## src/rtl/edc_encoder.sv

```systemverilog
// Write-path check-bit generator for the 32-bit SEC memory EDC scheme.
// Encodes each accepted word, applies a one-shot injection mask, and holds results in a 2-entry skid FIFO.
module edc_encoder #(
  parameter int CNT_W = 16
) (
  input  logic             i_clk,
  input  logic             i_rst,
  input  logic             i_valid,
  output logic             o_ready,
  input  logic [31:0]      i_data,
  output logic             o_valid,
  input  logic             i_ready,
  output logic [31:0]      o_data,
  output logic [7:0]       o_check,
  input  logic             i_inj_arm,
  input  logic [39:0]      i_inj_mask,
  output logic             o_inj_pending,
  output logic [CNT_W-1:0] o_word_cnt
);

  typedef struct packed {
    logic [7:0]  check;
    logic [31:0] data;
  } word_t;

  // Every data bit has a distinct weight-3 column, so the read-side syndrome
  // identifies any single flipped bit; each check bit covers 12 data bits.
  function automatic logic [7:0] calc_check(input logic [31:0] d);
    logic [7:0] c;
    c[0] = ^{d[0],  d[4],  d[8],  d[12], d[23:16]};
    c[1] = ^{d[1],  d[5],  d[9],  d[13], d[31:24]};
    c[2] = ^{d[2],  d[6],  d[10], d[14], d[19:16], d[27:24]};
    c[3] = ^{d[3],  d[7],  d[11], d[15], d[23:20], d[31:28]};
    c[4] = ^{d[16], d[20], d[24], d[28], d[7:0]};
    c[5] = ^{d[17], d[21], d[25], d[29], d[15:8]};
    c[6] = ^{d[18], d[22], d[26], d[30], d[3:0],   d[11:8]};
    c[7] = ^{d[19], d[23], d[27], d[31], d[7:4],   d[15:12]};
    return c;
  endfunction

  logic [1:0]  count_q;
  word_t       head_q;
  word_t       tail_q;
  logic [39:0] mask_q;
  logic        pending_q;
  logic [CNT_W-1:0] cnt_q;

  logic  accept;
  logic  pop;
  word_t enc_word;

  // Ready is a function of the registered fill level only, forced low while reset is held.
  assign o_ready  = ~i_rst & (count_q != 2'd2);
  assign o_valid  = (count_q != 2'd0);
  assign accept   = i_valid & o_ready;
  assign pop      = o_valid & i_ready;
  assign enc_word = word_t'({calc_check(i_data), i_data} ^ (pending_q ? mask_q : 40'h0));

  assign o_data        = head_q.data;
  assign o_check       = head_q.check;
  assign o_inj_pending = pending_q;
  assign o_word_cnt    = cnt_q;

  // NOTE: head/tail are only two words, so they are reset to give a defined o_data/o_check of 0 out of reset.
  always_ff @(posedge i_clk or posedge i_rst) begin
    if (i_rst) begin
      count_q <= 2'd0;
      head_q  <= '0;
      tail_q  <= '0;
    end else begin
      // NOTE: non-blocking assignments keep every register update based on pre-edge values.
      unique case ({accept, pop})
        2'b10: begin
          if (count_q == 2'd0) head_q <= enc_word;
          else                 tail_q <= enc_word;
          count_q <= count_q + 2'd1;
        end
        2'b01: begin
          head_q  <= tail_q;
          count_q <= count_q - 2'd1;
        end
        2'b11: begin
          // Only reachable at count 1: the new word replaces the departing head.
          head_q <= enc_word;
        end
        default: ;
      endcase
    end
  end

  // An arm in the same cycle as an accept lets the accept see the old mask state first.
  always_ff @(posedge i_clk or posedge i_rst) begin
    if (i_rst) begin
      mask_q    <= 40'h0;
      pending_q <= 1'b0;
    end else if (i_inj_arm) begin
      mask_q    <= i_inj_mask;
      pending_q <= 1'b1;
    end else if (accept) begin
      pending_q <= 1'b0;
    end
  end

  always_ff @(posedge i_clk or posedge i_rst) begin
    if (i_rst) cnt_q <= '0;
    else if (accept) cnt_q <= cnt_q + 1'b1;
  end

  a_hold_stable: assert property (@(posedge i_clk) disable iff (i_rst)
    (o_valid && !i_ready) |=> (o_valid && $stable(o_data) && $stable(o_check)));

  a_no_overflow: assert property (@(posedge i_clk) disable iff (i_rst)
    count_q != 2'd3);

endmodule

```

## config.mk

```make
export PLATFORM = sky130hd
export DESIGN_NAME = edc_encoder
export DESIGN_NICKNAME = d
export VERILOG_FILES = /design/src/rtl/edc_encoder.sv
export SDC_FILE = /design/constraint.sdc
export NUM_CORES = 1
export LEC_CHECK = 0
export ABC_CLOCK_PERIOD_IN_PS = 4900
export BUFFER_PORTS_ARGS = -buffer_cell sky130_fd_sc_hd__buf_2
export CELL_PAD_IN_SITES_DETAIL_PLACEMENT = 0
export CELL_PAD_IN_SITES_GLOBAL_PLACEMENT = 1
export CORE_MARGIN = 10
export CORE_UTILIZATION = 43
export CTS_CLUSTER_DIAMETER = 30
export DETAILED_ROUTE_END_ITERATION = 10
export MAX_ROUTING_LAYER = met4
export PLACE_DENSITY = 0.92
export SLEW_MARGIN = 5
export SYNTH_ARGS = -nofsm -noshare
export SYNTH_HDL_FRONTEND = slang
export SYNTH_SLANG_ARGS = --single-unit
```

## constraint.sdc

```tcl
create_clock -name i_clk -period 4.9 [get_ports i_clk]
set_clock_uncertainty 0.1 [all_clocks]
set_input_delay 0.49 -clock i_clk [delete_from_list [all_inputs] [get_ports i_clk]]
set_output_delay 0.49 -clock i_clk [all_outputs]
set_load 0.03 [all_outputs]
```

**After elaboration in Yosys (flattened, before gate mapping)**

Cells that the tools add are included.

- Reductions and logical operators: 15
- Bitwise operators: 6
- Add/sub/neg operators: 3
- Mux-type cells: 6
- Eq/ne operators: 5

Operator list:

| operator | number |
|---|---|
| case mux 40 bit (3 select lines) | 1 |
| XOR reduction 12 bit | 8 |
| 2-to-1 mux 40 bit | 2 |
| XOR 40 bit | 1 |
| adder 16 x 1 -> 16 bit (second input constant) | 1 |
| nonzero test 2 bit | 3 |
| equality test 2 bit (second input constant) | 2 |
| != test 2 bit (second input constant) | 2 |
| case mux 2 bit (2 select lines) | 1 |
| AND reduction 2 bit | 2 |
| AND 1 bit | 3 |
| nonzero test 3 bit | 1 |
| adder 2 x 1 -> 2 bit (second input constant) | 1 |
| equality test 2 x 1 -> 1 bit (second input constant) | 1 |
| zero test 2 bit | 1 |
| 2-to-1 mux 1 bit | 2 |
| inverter 1 bit | 2 |
| subtractor 2 x 1 -> 2 bit (second input constant) | 1 |

- Input port bits: 77
- Register bits after elaboration: 139
- Output and inout bits: 59

**Longest topological paths before layout**

Gate-level depths: netlist (run 1).

- Word-level depth: 6
- Mapped depth: 10
- Gate-level depth less buffers: 7

**Worst setup path after synthesis (run 1)**

No wires, ideal clock.

- Path kind: flip-flop to flip-flop
- Start point: register count_q[0]
- End point: register head_q, in the netlist o_data[10]
- Path buffers: 4
- Library setup time: 77 ps
- Path slack: 2603 ps
- Cell stages (with the launch flop): 10
- Arrival: 2120 ps
- Cells stage by stage: dfrtp_1 > buf_2 > nor2b_1 > or3_1 > clkbuf_1 > ha_1 > clkbuf_1 > clkbuf_1 > mux2_2 > a21oi_1

- Cells in the longest elaborated chain, start to end: 6
- Elaborated cells between the ends (all ways): 13
- Those cells by class: eq/ne (5); mux (1); bitwise (3); reduce/logical (4)

RTL lines:

| what | RTL line | RTL |
|---|---|---|
| start: declaration | 41 | `logic [1:0] count_q;` |
| start signal: assignment | 76 | `count_q <= count_q + 2'd1;` |
| start signal: assignment | 80 | `count_q <= count_q - 2'd1;` |
| != test 2 bit | 53 | `assign o_ready = ~i_rst & (count_q != 2'd2);` |
| AND 1 bit | 53 |  |
| AND 1 bit | 55 | `assign accept = i_valid & o_ready;` |
| equality test 2 bit or equality test 2 x 1 -> 1 bit (tied branches) | 72 | `unique case ({accept, pop})` |
| != test 2 bit (no line) or nonzero test 3 bit (tied branches) | -- |  |
| AND reduction 2 bit (no line) | -- |  |
| end signal: assignment | 74 | `if (count_q == 2'd0) head_q <= enc_word;` |
| end signal: assignment | 79 | `head_q <= tail_q;` |
| end signal: assignment | 84 | `head_q <= enc_word;` |
| end: declaration | 42 | `word_t head_q;` |

Several ways; a longest one is shown, not always the timed one.
A chain may end at the register's enable or synchronous reset.

**Worst setup path after layout (run 1)**

- Start point: register count_q[0]
- End point: register head_q, in the netlist o_check[1]

Same word-level chain as after synthesis.

==> results of run 1 <==
-- layout by cell type (no fill, tap or decap), drive strengths merged --
cell and n:
a21o 1, a21oi 32, and2 1, and3 4
and4 3, buf 141, bufinv 3, clkbuf 20
clkinv 6, clkinvlp 3, dfrtp 139, diode 2
ha 3, inv 44, mux2 72, nand2 88
nand2b 1, nand3 15, nand4 4, nor2 34
nor2b 1, nor4 1, o21ai 41, o221ai 8
o41ai 1, or2 1, or3 1, xnor2 57
xnor3 16, xor2 33
-- registers in the layout, summed over array words and instances, names as in the netlist --
signal / flops
count_q: 2
o_inj_pending: 1
o_data: 32
o_word_cnt: 16
o_check: 8
tail_q: 40
mask_q: 40
-- kinds of logic (layout without fill, tap and decap cells) --
| kind of cell | Yosys count | after routing | synth area share |
|---|---|---|---|
| other | 0 | 2 | 0 |
| DFF | 139 | 139 | 0.504 |
| xor gates and xnor gates | 106 | 106 | 0.166 |
| buffers and inverters | 80 | 217 | 0.0450 |
| AOI/OAI and AO/OA | 83 | 83 | 0.0682 |
| muxes | 72 | 72 | 0.117 |
| and+or+nand+nor | 154 | 154 | 0.0937 |
| adders and majority gates | 3 | 3 | 0.00544 |
-- final cells by class --
| cell class | count | area, µm² |
|---|---|---|
| Timing Repair Buffer | 141 | 721 |
| Sequential cell | 139 | 3480 |
| Multi-Input combinational cell | 418 | 3120 |
| Clock buffer | 20 | 457 |
| Inverter | 44 | 170 |
| Antenna cell | 2 | 5.00 |
| Tap cell | 216 | 270 |
| Clock inverter | 12 | 146 |
| Fill cell | 1449 | 7460 |
-- power by group --
group | internal [mW] | switching (mW)
Clock | 0.823 | 0.490
Combinational | 0.695 | 1.10
Sequential | 1.53 | 0.214
-- metal layers --
metal,part of all wire,vias to the layer above
li1,-,2358
met1,0.44,2367
met2,0.50,83
met3,0.045,16
met4,0.014,0
met5,0,-
-- critical path: stages, from the launching register on --
cell and delay, ns:
dfrtp_1 0.47, nor2b_1 0.21, or3_1 0.23, ha_2 0.93
nand2b_1 0.37, o221ai_1 0.18
-- worst min-delay path by stage --
| stage | from | end | slack [ns] |
|---|---|---|---|
| after CTS | i_inj_mask[0] | mask_q[0] | 0.19 |
| after floorplan | tail_q[32] | tail_q[32] | 0.35 |
| after detailed placement | o_word_cnt[15] | o_word_cnt[15] | 0.36 |
| after global placement | o_word_cnt[15] | o_word_cnt[15] | 0.36 |
| final | i_inj_mask[21] | mask_q[21] | 0.21 |
| after global routing | i_inj_mask[16] | mask_q[16] | 0.20 |
==> flow_metrics.tcl, run 1 <==
set metrics [dict create \
    die_width_um 147 \
    synthCells 637 \
    p_per_area_mw_per_mm2 580 \
    cts-resized-gates 0 \
    antenna_found_initial 1 \
    port_buffers 135 \
    tightest_slew_ns 1.11 \
    drc 0 \
    grt_usage 0.162 \
    grt_pass1_vias 4997 \
    die_h_um 147 \
    holdBufCountCts 0 \
    drt_iter0_markers 202 \
    required_ns 5.07 \
    rsz0062_at_grt "false" \
    vias_per_cell 4.86 \
    setup_tns_ns 0 \
    dp_slack_ns 2.19 \
    synth_most_common_cell "dfrtp_1" \
    postSynth.topFlopCell "dfrtp_1" \
    grt.busiest_layer "met2" \
    row_count 46 \
    synth_edf_count 0 \
    fmax_ghz 0.376 \
    core_mm2 0.0158 \
    startpoint "count_q[0]" \
    use_met2 0.257 \
    status "complete, no violations" \
    start_util 0.436 \
    cts_tree "yes" \
    synthesis.nets 717 \
    clk_pin_slew_ns 0.06 \
    fin_util 0.529 \
    final_hold_viol_count 0 \
    cts_root_buffer "clkbuf_16" \
    relSlewSlack 0.261 \
    grt_pass1_wl_um 27100 \
    cts_buffers 17 \
    cts_sinks 139 \
    fin_crit_ns 2.66 \
    crit_type "register to register" \
    final_cell_area_mm2 0.00837 \
    gr-usage-met3 0.0375 \
    post-cts-setup-buffers 0 \
    io_pins 136 \
    avgSynthCellArea_um2 10.8 \
    hold_ws_ns 0.207 \
    yosys.area.top_type "dfrtp_1" \
    layout-drive-gt1-share 0.322 \
    wirelength_um 16700 \
    synth_warnings 0 \
    layout.nets 841 \
    synthesis.area_mm2 0.00690 \
    overflow 0 \
    vias 4824 \
    grtUsageMet1 0.196 \
    dieArea_mm2 0.0215 \
    placed_cell_area_mm2 0.00776 \
    final-setup-viol-count 0 \
    worstSetupStartpointType "register" \
    wl_per_cell_um 16.8 \
    cp.arrival_ns 2.83 \
    worst_hold_path.num_cells 2 \
    dpl.cell_count 958 \
    drt_pass1_iterations 6 \
    maxCapViolCount 0 \
    worstRegToRegCells 5 \
    r2r-start "count_q[0]" \
    syn_to_final_growth_pct 21.2 \
    yosysTopAreaCellShare 0.504 \
    place_congestion 0.768 \
    worstPathMaxFanout 42 \
    seq_area_frac_synth 0.504 \
    cts_max_level 4 \
    r2r-end "o_check[1]" \
    synthDistinctLibCells 28 \
    critPathCapture "o_check[1]" \
    grt_max_degree 110 \
    fin_cells 992 \
    min_period_over_period 0.543 \
    r2r_slack_ns 2.24 \
    drtAntennaViolNets 0 \
    place_hpwl_um 11800 \
    drv_slew 0 \
    crit_path_end_kind "register" \
    insertion_delay_ns 0.41 \
    synthTopCellsByArea "dfrtp_1 (50%), mux2_2 (12%), xnor2_1 (7.2%)" \
    holdCritPathClass "input pin to register" \
    leakage_nw 4.02 \
    worst_slack_ns 2.24 \
    synthArstFlopShare 1.00 \
    synth_common_cells "dfrtp_1 (139), nand2_1 (88), mux2_2 (72), xnor2_1 (57), inv_1 (44)" \
    ys_ff_latch 139 \
    finalPower_mw 4.85 \
    power.ir.vdd_worst_v 0.000262 \
    clockBufferDepth 2 \
]
No activity file was read; power rests on OpenSTA's default activity.
==> run 2, diff against run 1 <==
--- a/config.mk
+++ b/config.mk
@@ -5,12 +5,13 @@
 export SDC_FILE = /design/constraint.sdc
 export NUM_CORES = 1
 export LEC_CHECK = 0
-export ABC_CLOCK_PERIOD_IN_PS = 4900
+export ABC_AREA = 1
+export ABC_CLOCK_PERIOD_IN_PS = 2700
 export BUFFER_PORTS_ARGS = -buffer_cell sky130_fd_sc_hd__buf_2
 export CELL_PAD_IN_SITES_DETAIL_PLACEMENT = 0
 export CELL_PAD_IN_SITES_GLOBAL_PLACEMENT = 1
 export CORE_MARGIN = 10
-export CORE_UTILIZATION = 43
+export CORE_UTILIZATION = 40
 export CTS_CLUSTER_DIAMETER = 30
 export DETAILED_ROUTE_END_ITERATION = 10
 export MAX_ROUTING_LAYER = met4
==> constraint.sdc (replaced) <==
create_clock -name i_clk -period 2.7 [get_ports i_clk]
set_clock_uncertainty 0.1 [all_clocks]
set_input_delay 0.27 -clock i_clk [delete_from_list [all_inputs] [get_ports i_clk]]
set_output_delay 0.27 -clock i_clk [all_outputs]
set_load 0.03 [all_outputs]
==> run 2 against run 1 <==
Compared with the run above: die area grew 16%; first-iteration DRC count grew to 2.7 times the previous value; area after synthesis grew 9.9%; count of clock-buffer cells in the layout grew 3; sequential power grew 88%; highest routed layer unchanged.
==> flow_metrics.tcl, run 2 <==
set metrics [dict create \
    status "complete, no violations" \
    synthCells 1065 \
    r2r-start "count_q[0]" \
    vias_per_cell 4.68 \
    cts_root_buffer "clkbuf_16" \
    worst_hold_path.num_cells 4 \
    clk_pin_slew_ns 0.06 \
    synth_common_cells "nand2_1 (569), dfrtp_1 (139), inv_1 (75), nor2_1 (63), xor2_1 (49)" \
    synthesis.nets 1145 \
    hold_start "i_valid" \
    antenna_found_initial 0 \
    worstPathMaxFanout 40 \
    cts_tree "yes" \
    row_count 50 \
    synthDistinctLibCells 25 \
    fmax_ghz 0.499 \
    syn_to_final_growth_pct 25.8 \
    min_period_over_period 0.743 \
    power.ir.vdd_worst_v 0.000479 \
    cp.arrival_ns 2.26 \
    drt_pass1_iterations 5 \
    tightest_slew_ns 0.678 \
    worstRegToRegCells 10 \
    core_mm2 0.0187 \
    drtAntennaViolNets 0 \
    antenna_cells 0 \
    io_pins 136 \
    synthTopCellsByArea "dfrtp_1 (46%), nand2_1 (28%), xor2_1 (5.7%)" \
    final_hold_viol_count 0 \
    final_common_cell "nand2_1" \
    most-common-layout-cells "nand2_1 (569), dfrtp_1 (139), buf_2 (135)" \
    synth_edf_count 0 \
    wirelength_um 21300 \
    p_per_area_mw_per_mm2 965 \
    die_h_um 158 \
    place_congestion 0.857 \
    start_util 0.406 \
    drt_iter0_markers 549 \
    dieArea_mm2 0.0249 \
    layout.nets 1305 \
    crit_type "input pin to register" \
    fin_crit_ns 2.01 \
    grt_pass1_wl_um 34600 \
    grt_usage 0.180 \
    synthesis.area_mm2 0.00759 \
    holdCritPathClass "input pin to register" \
    synth_warnings 0 \
    place_hpwl_um 15800 \
    maxCapViolCount 0 \
    overflow 0 \
    cts_buffers 17 \
    holdPathEnd "o_word_cnt[15]" \
    yosysTopAreaCellShare 0.459 \
    port_buffers 135 \
    postSynth.topFlopCell "dfrtp_1" \
    vias 6891 \
    grt_max_degree 72 \
    cts-resized-gates 0 \
    yosys.area.top_type "dfrtp_1" \
    finalPower_mw 9.21 \
    worstSetupStartpointType "input pin" \
    leakage_nw 5.36 \
    ys_ff_latch 139 \
    final-setup-viol-count 0 \
    drv_slew 0 \
    hold_ws_ns 0.159 \
    die_width_um 158 \
    rsz0062_at_grt "false" \
    clockBufferDepth 2 \
    insertion_delay_ns 0.42 \
    wl_per_cell_um 14.4 \
    synthArstFlopShare 1.00 \
    grt_pass1_vias 6730 \
    layout-drive-gt1-share 0.154 \
    r2r_slack_ns 0.70 \
    fillers 1803 \
    seq_area_frac_synth 0.459 \
    crit_path_end_kind "register" \
    synth_most_common_cell "nand2_1" \
    cts_sinks 139 \
    relSlewSlack 0.548 \
    r2r-end "tail_q[39]" \
    cts_max_level 4 \
    drc 0 \
    required_ns 2.96 \
    avgSynthCellArea_um2 7.12 \
    setup_tns_ns 0 \
]
==> run 2: area by class of cell <==
type | instances | area [µm²] | share of cell area
clock inverter | 8 | 154 | 0.0161
inverter | 80 | 309 | 0.0324
tap | 234 | 293 | 0.0307
sequential | 139 | 3480 | 0.365
timing repair buffer | 190 | 1230 | 0.129
clock buffer | 23 | 498 | 0.0522
multi-input combinational | 797 | 3580 | 0.375
==> run 2: kinds of logic after synthesis <==
| kind of cell | share of synthesized area |
|---|---|
| simple gates | 0.349 |
| flops | 0.459 |
| buf+inv | 0.0694 |
| xor+xnor | 0.0866 |
| compound gates | 0.0318 |
| fa+ha+maj | 0.00495 |
==> run 2: worst max-delay path by stage <==
stage / slack (ns) / startpoint / cells after the start / to
after CTS: 0.70 / count_q[0] / 10 / tail_q[1]
final: 0.69 / i_rst / 11 / tail_q[39]
after detailed placement: 0.72 / count_q[0] / 10 / tail_q[39]
after global routing: 0.51 / count_q[0] / 10 / tail_q[33]
after global placement: 0.79 / count_q[0] / 10 / tail_q[36]
after floorplan: 0.51 / count_q[0] / 10 / o_data[10]
==> run 2: layer usage <==
metal | wire (µm) | track usage | vias to the layer above
li1 | - | - | 3555
met1 | 10600 | 0.252 | 3145
met2 | 8990 | 0.254 | 166
met3 | 1360 | 0.0437 | 25
met4 | 340 | 0.0494 | 0
met5 | 0 | - | -
==> run 2: worst max-delay path, cell delays in order <==
cell and delay, ns:
dlygate4sd3_1 0.53, buf_2 0.15, a21oi_4 0.15, nand2_4 0.16, clkinv_4 0.09, ha_1 0.14
nand2_1 0.09, inv_1 0.06, buf_4 0.41, nand2_1 0.11, nand2_1 0.07
==> run 2: power breakdown <==
| part | total, mW | switching (mW) | internal (mW) | leakage (nW) |
|---|---|---|---|---|
| clock | 2.59 | 0.914 | 1.67 | 0.317 |
| sequential | 3.27 | 0.477 | 2.79 | 1.69 |
| combinational | 3.35 | 2.28 | 1.07 | 3.34 |
| total | 9.21 | 3.67 | 5.54 | 5.36 |
==> run 2: repair_timing <==
| action | in CTS | in global routing |
|---|---|---|
| endpoints found under the hold margin | 55 | 0 |
| hold buffers | 41 | 0 |
| setup buffers | 0 | 0 |
==> run 2: through the flow <==
| stage | instance area [µm²] | worst slack, ns | util | instances |
|---|---|---|---|---|
| CTS | 9540 | 0.701 | 0.510 | 1471 |
| floorplan | 7590 | 0.513 | - | 1065 |
| finish | 9540 | 0.694 | 0.510 | 1471 |
| global placement | 8480 | 0.786 | 0.453 | 1399 |
| detailed placement | 8480 | 0.718 | 0.453 | 1399 |
| global route | 9540 | 0.511 | 0.510 | 1471 |
